## src/rtl/vic_multi.sv

```systemverilog
// Vectored interrupt controller: NIRQ sources, each level- or edge-triggered,
// fixed priority (trap first, then lowest source index), CPU register bank
// with combinational read and full-word-only writes.
module vic_multi #(
  parameter int NIRQ = 8,
  parameter int VW   = 30
) (
  input  logic            clk,
  input  logic            reset,
  input  logic            cs,
  input  logic [4:0]      addr,
  input  logic [31:0]     wdata,
  input  logic [3:0]      wstrb,
  output logic [31:0]     rdata,
  input  logic [NIRQ-1:0] src,
  input  logic            trap,
  output logic            irq,
  output logic [VW-1:0]   ivector
);

  localparam logic [4:0] ADDR_IRQEN   = 5'd0;
  localparam logic [4:0] ADDR_PEND    = 5'd1;
  localparam logic [4:0] ADDR_MODE    = 5'd2;
  localparam logic [4:0] ADDR_STATUS  = 5'd3;
  localparam logic [4:0] ADDR_TRAPVEC = 5'd4;

  logic            wr_en;
  logic [NIRQ-1:0] irqen_reg;
  logic [NIRQ-1:0] mode_reg;
  logic [NIRQ-1:0] epend_reg;
  logic [NIRQ-1:0] prev_reg;
  logic [NIRQ-1:0] mode_next;
  logic [NIRQ-1:0] epend_next;
  logic [NIRQ-1:0] w1c;
  logic [NIRQ-1:0] pend;
  logic [NIRQ-1:0] act;
  logic [NIRQ-1:0] vec_we;
  logic [VW-1:0]   trapvec_reg;
  logic [VW-1:0]   vec_reg [NIRQ];
  logic [3:0]      win_idx;
  logic [VW-1:0]   win_vec;
  logic            any_act;
  logic            unused_wdata;

  // Only a full-word strobe with chip select counts as a write
  assign wr_en = cs && (wstrb == 4'b1111);

  assign mode_next = (wr_en && addr == ADDR_MODE) ? wdata[NIRQ-1:0] : mode_reg;
  assign w1c       = (wr_en && addr == ADDR_PEND) ? wdata[NIRQ-1:0] : '0;

  // Level sources show the live line; edge sources show the stored bit
  assign pend    = (mode_reg & epend_reg) | (~mode_reg & src);
  assign act     = pend & irqen_reg;
  assign any_act = |act;

  // Bits of wdata outside the held fields are intentionally ignored
  assign unused_wdata = &{1'b0, wdata};

  genvar gi;
  generate
    for (gi = 0; gi < NIRQ; gi++) begin : g_src
      // The stored edge bit survives only while the source is edge mode both
      // before and after this edge, so a mode switch in either direction
      // leaves it cleared. A rising edge beats a coincident W1C.
      assign epend_next[gi] = mode_reg[gi] & mode_next[gi] &
                              ((src[gi] & ~prev_reg[gi]) |
                               (epend_reg[gi] & ~w1c[gi]));
      assign vec_we[gi] = wr_en && (addr == 5'(16 + gi));
    end
  endgenerate

  // Register bank, edge detector history and edge-pend storage
  always_ff @(posedge clk or posedge reset) begin
    if (reset) begin
      irqen_reg   <= '0;
      mode_reg    <= '0;
      epend_reg   <= '0;
      prev_reg    <= '0;
      trapvec_reg <= '0;
      for (int i = 0; i < NIRQ; i++) begin
        vec_reg[i] <= '0;
      end
    end else begin
      prev_reg  <= src;
      epend_reg <= epend_next;
      mode_reg  <= mode_next;
      if (wr_en && addr == ADDR_IRQEN) begin
        irqen_reg <= wdata[NIRQ-1:0];
      end
      if (wr_en && addr == ADDR_TRAPVEC) begin
        trapvec_reg <= wdata[VW+1:2];
      end
      for (int i = 0; i < NIRQ; i++) begin
        if (vec_we[i]) begin
          vec_reg[i] <= wdata[VW+1:2];
        end
      end
    end
  end

  // Fixed-priority winner: scan downward so the lowest active index wins
  always_comb begin
    win_idx = '0;
    win_vec = trapvec_reg;
    for (int i = NIRQ - 1; i >= 0; i--) begin
      if (act[i]) begin
        win_idx = 4'(i);
        win_vec = vec_reg[i];
      end
    end
  end

  // CPU-facing request and vector; trap overrides every source
  always_comb begin
    irq     = any_act | trap;
    ivector = trapvec_reg;
    if (!trap && any_act) begin
      ivector = win_vec;
    end
  end

  // Register read mux; anything unimplemented reads as zero
  always_comb begin
    rdata = '0;
    case (addr)
      ADDR_IRQEN:   rdata[NIRQ-1:0] = irqen_reg;
      ADDR_PEND:    rdata[NIRQ-1:0] = pend;
      ADDR_MODE:    rdata[NIRQ-1:0] = mode_reg;
      ADDR_STATUS: begin
        rdata[31]  = any_act;
        rdata[3:0] = win_idx;
      end
      ADDR_TRAPVEC: rdata[VW+1:2] = trapvec_reg;
      default: begin
        for (int i = 0; i < NIRQ; i++) begin
          if (addr == 5'(16 + i)) begin
            rdata[VW+1:2] = vec_reg[i];
          end
        end
      end
    endcase
  end

endmodule

```

## config.mk

```make
export PLATFORM = sky130hd
export DESIGN_NAME = vic_multi
export DESIGN_NICKNAME = d
export VERILOG_FILES = /design/src/rtl/vic_multi.sv
export SDC_FILE = /design/constraint.sdc
export NUM_CORES = 1
export LEC_CHECK = 0
export ABC_AREA = 1
export ABC_CLOCK_PERIOD_IN_PS = 12900
export CORE_ASPECT_RATIO = 1.2
export CORE_MARGIN = 5
export CORE_UTILIZATION = 60
export CTS_BUF_LIST = sky130_fd_sc_hd__clkbuf_16
export CTS_CLUSTER_DIAMETER = 200
export CTS_CLUSTER_SIZE = 40
export DETAILED_ROUTE_END_ITERATION = 6
export PLACE_DENSITY_LB_ADDON = 0.25
export SLEW_MARGIN = 20
export SYNTH_ARGS = -nofsm -noshare
export SYNTH_HDL_FRONTEND = slang
export SYNTH_SLANG_ARGS = --single-unit
```

## constraint.sdc

```tcl
create_clock -name clk -period 12.9 [get_ports clk]
set_input_delay 3.87 -clock clk [delete_from_list [all_inputs] [get_ports clk]]
set_output_delay 3.87 -clock clk [all_outputs]
set_load 0.01 [all_outputs]
```

Yosys cells after proc, flatten, opt, wreduce, memory -nomap -nowiden

Index checks and enable logic that the tools add are counted.

Reduce and logical (&&, ||, !) cells: 19
Equality and inequality tests: 13
$add $sub $neg: 0
Order comparisons: 0
Multipliers: 0
Multiplexer cells: 32
Shift operators: 0
Bitwise operators: 62
Divide/modulo/power cells: 0

Operators with widths:

| cell                                                                  | number |
|---|---|
| 30-bit two-way mux                                                    | 17 |
| 23-bit one-hot mux with 2 select lines                                | 1 |
| 5-bit equality test, second input constant                            | 8 |
| 1-bit AND                                                             | 32 |
| 4-bit two-way mux                                                     | 7 |
| 8-bit AND                                                             | 3 |
| 4-bit one-hot mux with 5 select lines                                 | 1 |
| 8-bit two-way mux                                                     | 2 |
| 1-bit inverter                                                        | 16 |
| 1-bit logical AND                                                     | 14 |
| 5-bit by 2-bit equality test with 1-bit output, second input constant | 2 |
| 2-bit one-hot mux with 5 select lines                                 | 1 |
| 1-bit OR                                                              | 9 |
| 8-bit inverter                                                        | 1 |
| 8-bit OR                                                              | 1 |
| 2-bit one-hot mux with 4 select lines                                 | 1 |
| 8-bit OR reduction                                                    | 1 |
| 5-bit by 1-bit equality test with 1-bit output, second input constant | 1 |
| 5-bit by 3-bit equality test with 1-bit output, second input constant | 1 |
| 5-bit zero test                                                       | 1 |
| 4-bit equality test, second input constant                            | 1 |
| 4-bit OR reduction                                                    | 1 |
| 3-bit two-way mux                                                     | 1 |
| 1-bit one-hot mux with 3 select lines                                 | 1 |
| 2 further kinds                                                       | 2 |

Output and inout port bits: 63
RAM bits: 0
Memories kept: 0
Latch bits: 0
Memory bits (read-only): 0
Register bits after elaboration: 302
Bits of input ports: 53

Logic depth before layout (Yosys ltp)

Gate-level depths: netlist (run 1).

Depth in word-level cells: 13
Depth in mapped cells: 15

Worst setup path before layout (run 1)

OpenSTA, ideal clock, no wires.

Path kind: input to output
Start point: in src[7]
End point: out ivector[24]
Stages on the path: 13
Setup slack: 4.027 ns
Arrival time: 5.003 ns
Required time: 9.030 ns
Cell sequence: inv_1 > nand2_1 > nand3_1 > buf_2 > buf_4 > nand3_1 > nand3_1 > nand2_1 > nand2_1 > nand2_1 > nand2_1 > nand2_1 > a21oi_1

Word-level cells in the longest chain between the ends: 12
Elaborated cells on any way between the ends: 14
Those cells by class: mux (9); bitwise (3); reduce/logical (2)

Ends and longest elaborated chain:

| element                          | line | source |
|---|---|---|
| start, declared                  | 15   | `input logic [NIRQ-1:0] src,` |
| 8-bit AND (*)                    | 52   | `assign pend = (mode_reg & epend_reg) \| (~mode_reg & src);` |
| 8-bit OR (*)                     | 52   |  |
| 8-bit AND (*)                    | 53   | `assign act = pend & irqen_reg;` |
| 30-bit two-way mux (8 in series) | 106  | `if (act[i]) begin` |
| 30-bit two-way mux (*)           | 117  | `if (!trap && any_act) begin` |
| end, declared                    | 18   | `output logic [VW-1:0] ivector` |

Mark *: on every way between the ends. The rest lies on a longest branch, timed or not.

Worst setup path after layout (run 1)

Start point: in addr[1]
End point: out rdata[17]

Word-level cells in the longest chain between the ends: 10
Elaborated cells on any way between the ends: 23
Those cells by class: eq/ne (12); mux (9); reduce/logical (2)

Ends and longest elaborated chain:

| element                                    | line | source |
|---|---|---|
| start, declared                            | 11   | `input logic [4:0] addr,` |
| 5-bit equality test                        | 136  | `if (addr == 5'(16 + i)) begin` |
| 30-bit two-way mux (8 in series)           | 136  |  |
| 23-bit one-hot mux with 2 select lines (*) | 125  | `case (addr)` |
| end, declared                              | 14   | `output logic [31:0] rdata,` |

Marked as above.

==> results of run 1 <==
[per-stage QoR]
step / cell area, sq um / utilization (%)
2_1_floorplan: 16400 / -
3_3_place_gp: 17600 / 65.1
3_5_place_dp: 17600 / 65.2
4_1_cts: 17900 / 66.3
5_1_grt: 17900 / 66.3
6_report: 17900 / 66.3
[worst max-delay path: stages]
cell and delay, ns:
clkdlybuf4s50_1 0.62, inv_1 0.15, nor2_1 0.18, nand3_2 0.65, inv_2 0.70, a21oi_1 0.21, nand4_1 0.13, a21oi_1 0.06
nand3_1 0.15, clkdlybuf4s50_1 0.56
[path summary, 6_finish.rpt]
check	from	endpoint	slack [ns]	depth (start not counted)
setup / recovery	addr[1]	rdata[17]	1.73	10
hold / removal	vec_reg[157]	vec_reg[157]	0.50	2
setup reg to reg	irqen_reg[6]	irqen_reg[6]	11.85	3
hold reg to reg	vec_reg[157]	vec_reg[157]	0.50	2
max in group asynchronous	reset	vec_reg[58]	7.00	4
min in group asynchronous	reset	prev_reg[0]	3.88	2
[area by class of cell]
| cell class | count | area (sq um) |
|---|---|---|
| Multi-Input combinational cell | 1604 | 7360 |
| Sequential cell | 302 | 7560 |
| Inverter | 245 | 930 |
| Tap cell | 340 | 425 |
| Clock buffer | 11 | 275 |
| Clock inverter | 1 | 20.0 |
| Timing Repair Buffer | 139 | 1330 |
| Fill cell | 2366 | 9100 |
[kinds of logic (layout without fill, tap and decap cells)]
| logic type | after synthesis | count (layout) | share of synthesized area (%) |
|---|---|---|---|
| flops | 302 | 302 | 46.1 |
| compound gates | 514 | 514 | 16.8 |
| simple gates | 1088 | 1088 | 27.5 |
| mux | 2 | 2 | 0.137 |
| buf+inv | 385 | 396 | 9.39 |
[cell usage after synthesis, drive strengths merged (2+ instances only)]
master    n
inv     244
nor2    129
o21ai   354
o221ai   17
dfrtp   302
buf      42
o211ai    3
mux2      2
nand2   722
a221oi    5
nor3     35
clkbuf   98
a21oi    95
a22oi     9
nand3   139
or2      29
a211oi   28
nand4    32
[power groups by stage]
stage	sequential [W]	combinational [W]	clock (W)
2_1_floorplan	0.00101	0.000137	0
3_3_place_gp	0.00101	0.000224	0
3_5_place_dp	0.00101	0.000228	0
4_1_cts	0.000995	0.000229	0.000459
5_1_grt	0.00100	0.000257	0.000489
6_report	0.000996	0.000231	0.000456
[routing by layer]
metal	vias to the layer above	wire length [um]	global-route usage (%)	share of wire, %
met3	176	5520	4.85	11
met5	-	0	0	0
met1	7543	20100	45.2	39
met2	1009	23900	55.1	46
met4	0	2330	14.1	4.5
li1	7396	-	-	-
==> results.yml, run 1 <==
sta:
  fmax_mhz: 89.5
  clock_skew_ns: 0.0235
  finalSetupTns_ns: 0
  period_share_pct: 86.6
  setup_viol: 0
  worstMarginPinSlew_ns: 1.18
  timing.final.crit_period_ns: 11.17
  timing.hold.ws_ns: 0.505
  grt_setup_unrepaired: "no"
  hold_viol: 0
  final.setup.worst_slack_ns: 1.73
  slew_headroom_pct: 21.0
  slew_viol_final: 0
route:
  drt_iter0_drc: 2054
  wire_per_inst_um: 19.6
  via_per_inst: 6.10
  wl_um: 51800
  dr.pass1.iters: 7
  ant_nets: 0
  route.vias.total: 16124
  drcViolationCount: 0
logic_synthesis:
  synthTopCellsByArea: "dfrtp_1, nand2_1, o21ai_0"
  synthDistinctLibCells: 35
  syn_area_sq_mm: 0.0164
  synth_seq_area_share_pct: 46.1
  async_flop_share_pct: 100
  yosys_register_bits: 302
  yosysTopAreaCell: "dfrtp_1"
  synthFlopType: "dfrtp_1"
  yosys_warnings: 0
  netlist.area_leader.share_pct: 46.1
  synthCells: 2291
  synth_edf_count: 0
  syn_area_per_cell_sq_um: 7.15
  syn_nets: 2344
flow_run:
  cap_violations: 0
global_routing:
  grt.overflow.total: 0
  grt_pass1_vias: 15405
  grtUsageTotal_pct: 33.6
  grt_max_degree: 109
  antenna_found_initial: 0
  grt_pass1_wl_um: 82900
floorplanning:
  boundaryPins: 116
  die_w_um: 161
  start_util_pct: 60.7
  core_sq_mm: 0.0270
  die_y_um: 191
  die_area_sq_mm: 0.0307
  row_count: 66
finish:
  mostFrequentLayoutCell: "nand2_1"
  nNetsFinal: 2356
  stdcell_count: 2642
  drive_gt1_share_pct: 4.52
  layout_common_cells: "nand2_1, o21ai_0, dfrtp_1, inv_1, nand3_1"
  num_antenna_cells: 0
  largest_reg_flops: 240
  syn2layout_area_growth_pct: 9.23
clock_network:
  hold_buffers: 0
  cts_tree: "built"
  clkLatencyLatePin_ns: 0.51
  cts.clk_slew.worst_paths_ns: 0.14
  ctsResizeCount: 0
  post_cts_buffers: 0
  ctsLongestPathBuffers: 3
  h-tree-depth: 1
  cts_root_buffer: "clkbuf_16"
  cts_buffers: 11
  cts_sinks: 302
critical_path:
  endpoint_kind: "output pin"
  cp_max_fo: 19
  arrival_ns: 7.30
  crit_required_ns: 9.03
  start_kind: "input pin"
  crit_type: "in -> out"
pwr:
  vdd_drop_max_mv: 0.100
  seq_power_share_pct: 59.2
  p_leak_nw: 8.34
  combPwrFrac_pct: 13.7
  power_frac_clock_pct: 27.1
  switching_share_pct: 27.7
  switching_power_w: 0.000466
  p_int_w: 0.00122
  powerDensity_mw_per_mm2: 94.0
  power.total_w: 0.00168
placement:
  dpl.cell_count: 2630
  post-place-ws_ns: 1.78
  globalplace.congestion: 0.928
  portBuffers: 115
  post-dp-hpwl_um: 31400
status:
  status: "complete, no violations"
min_path:
  hold_class: "reg -> reg"
Note: power is estimated with default switching activity, not from simulation.
==> inputs of run 2 (changes only) <==
--- a/config.mk
+++ b/config.mk
@@ -6,7 +6,6 @@
 export NUM_CORES = 1
 export LEC_CHECK = 0
 export ABC_AREA = 1
-export ABC_CLOCK_PERIOD_IN_PS = 12900
 export CORE_ASPECT_RATIO = 1.2
 export CORE_MARGIN = 5
 export CORE_UTILIZATION = 60
@@ -14,6 +13,7 @@
 export CTS_CLUSTER_DIAMETER = 200
 export CTS_CLUSTER_SIZE = 40
 export DETAILED_ROUTE_END_ITERATION = 6
+export HOLD_SLACK_MARGIN = 0.1
 export PLACE_DENSITY_LB_ADDON = 0.25
 export SLEW_MARGIN = 20
 export SYNTH_ARGS = -nofsm -noshare
==> results of run 2 <==
No change in the layout: final DEF, timing and power equal those of run 1.
==> inputs of run 3 (changes only) <==
--- a/config.mk
+++ b/config.mk
@@ -6,7 +6,7 @@
 export NUM_CORES = 1
 export LEC_CHECK = 0
 export ABC_AREA = 1
-export CORE_ASPECT_RATIO = 1.2
+export CORE_ASPECT_RATIO = 0.9
 export CORE_MARGIN = 5
 export CORE_UTILIZATION = 60
 export CTS_BUF_LIST = sky130_fd_sc_hd__clkbuf_16
==> results.yml, run 3 (same netlist as run 1, synthesis figures left out) <==
pwr:
  powerDensity_mw_per_mm2: 94.0
  p_leak_nw: 8.37
  power_frac_clock_pct: 27.2
  switching_share_pct: 27.8
  combPwrFrac_pct: 13.7
  p_int_w: 0.00122
  vdd_drop_max_mv: 0.111
  seq_power_share_pct: 59.1
  switching_power_w: 0.000468
status:
  status: "complete, no violations"
sta:
  setup_viol: 0
  period_share_pct: 86.3
  timing.final.crit_period_ns: 11.14
  slew_viol_final: 0
  timing.hold.ws_ns: 0.505
  hold_viol: 0
  final.setup.worst_slack_ns: 1.76
  clock_skew_ns: 0.00448
  fmax_mhz: 89.8
  worstMarginPinSlew_ns: 1.27
  grt_setup_unrepaired: "no"
  finalSetupTns_ns: 0
  slew_headroom_pct: 15.0
critical_path:
  crit_type: "in -> out"
  crit_required_ns: 9.03
  crit_buf_inv: 4
  rr_startpoint: "irqen_reg[6]"
  path_cells: "clkdlybuf4s50_1 -> nand2_1 -> nand2_1 -> nand2_1 -> buf_4 -> nand2_1 -> nor2_1 -> nand2_1 -> nand2_4 -> inv_4 -> nor2_1 -> a21oi_1 -> clkdlybuf4s50_1"
  crit_start: "src[3]"
  ff2ff_setup_slack_ns: 11.75
  reg2reg_depth: 3
  cp_max_fo: 56
  r2r-end: "irqen_reg[6]"
  start_kind: "input pin"
  critPathTopFamily: "buffers and inverters"
  slowest_delay_ns: 0.52
  arrival_ns: 7.27
  worst_path_most_repeated_cell: "nand2_1"
  endpoint_kind: "output pin"
  crit_path_top_delay_cell: "clkdlybuf4s50_1"
clock_network:
  post_cts_buffers: 0
  ctsLongestPathBuffers: 3
  cts_tree: "built"
  cts.clk_slew.worst_paths_ns: 0.14
  cts_root_buffer: "clkbuf_16"
  cts_buffers: 11
  hold_buffers: 0
  h-tree-depth: 1
  ctsResizeCount: 0
  cts_sinks: 302
  clkLatencyLatePin_ns: 0.51
floorplanning:
  core_sq_mm: 0.0270
  row_count: 57
  die_w_um: 184
  start_util_pct: 60.8
  die_y_um: 167
  boundaryPins: 116
  die_area_sq_mm: 0.0307
finish:
  fill_cells: 2342
  layout_common_cells: "nand2_1, o21ai_0, dfrtp_1, inv_1, nand3_1"
  drive_gt1_share_pct: 4.43
  num_antenna_cells: 0
  syn2layout_area_growth_pct: 9.39
  nNetsFinal: 2354
  mostFrequentLayoutCell: "nand2_1"
  largest_reg_flops: 240
placement:
  portBuffers: 115
  post-dp-hpwl_um: 31000
  globalplace.congestion: 0.921
  post-place-ws_ns: 1.83
route:
  wl_um: 51600
  ant_nets: 0
  drcViolationCount: 0
  dr.pass1.iters: 6
  via_per_inst: 6.09
  route.vias.total: 16150
  wire_per_inst_um: 19.4
  drt_iter0_drc: 2365
min_path:
  min_to: "vec_reg[151]"
  worstHoldPathCells: 2
  hold_class: "reg -> reg"
  min_from: "vec_reg[151]"
flow_run:
  cap_violations: 0
global_routing:
  grt_pass1_vias: 15076
  grt_busiest_layer: "met2"
  grt_max_degree: 149
  gr-usage-met1_pct: 46.6
  grt_pass1_wl_um: 81400
  grt_use_met2_pct: 50.0
  grtUsageTotal_pct: 32.9
  grt.overflow.total: 0
  gr-usage-met3_pct: 6.37
  antenna_found_initial: 0
-- run 3: layer usage --
| layer | up-vias | part of all wire [%] |
|---|---|---|
| met2 | 1014 | 44 |
| met4 | 0 | 4.6 |
| met3 | 175 | 11 |
| met1 | 7569 | 40 |
| met5 | - | 0 |
| li1 | 7392 | - |
-- run 3: final cells by class --
class                   instances  area [sq um]  area share (%)
clock buffers                  11           275            1.54
clock inverters                 1          20.0           0.112
inverters                     245           935            5.21
multi-input cells            1604          7380            41.2
flip-flops and latches        302          7560            42.1
well taps                     354           443            2.47
repair buffers                137          1320            7.36
-- run 3: per-stage QoR --
step,utilization [%],std cells,power [W],cell area [sq um]
6_report,66.5,2654,0.00169,17900
5_1_grt,66.5,2654,0.00175,17900
4_1_cts,66.3,2654,0.00169,17900
3_5_place_dp,65.3,2642,0.00124,17600
3_3_place_gp,65.2,2642,0.00124,17600
2_1_floorplan,-,2291,0.00114,16400
-- run 3: worst max path at each step --
| stage | cells past startpoint | to |
|---|---|---|
| after global routing | 13 | ivector[0] |
| after global placement | 12 | ivector[0] |
| final | 13 | ivector[0] |
| after detailed placement | 13 | ivector[0] |
| after CTS | 13 | ivector[0] |
| after floorplan | 1 | epend_reg[0] |
-- run 3: worst min-delay path, stage by stage (launching register included) --
cell     delay (ns)
dfrtp_1        0.37
nand2_1        0.05
o21ai_0        0.06
-- run 3: power groups by stage --
stage	Combinational [W]	Clock, W	Sequential (W)
detailed placement	0.000228	0	0.00101
global route	0.000255	0.000493	0.000999
floorplan	0.000137	0	0.00101
global placement	0.000224	0	0.00101
finish	0.000231	0.000459	0.000996
CTS	0.000229	0.000462	0.000995
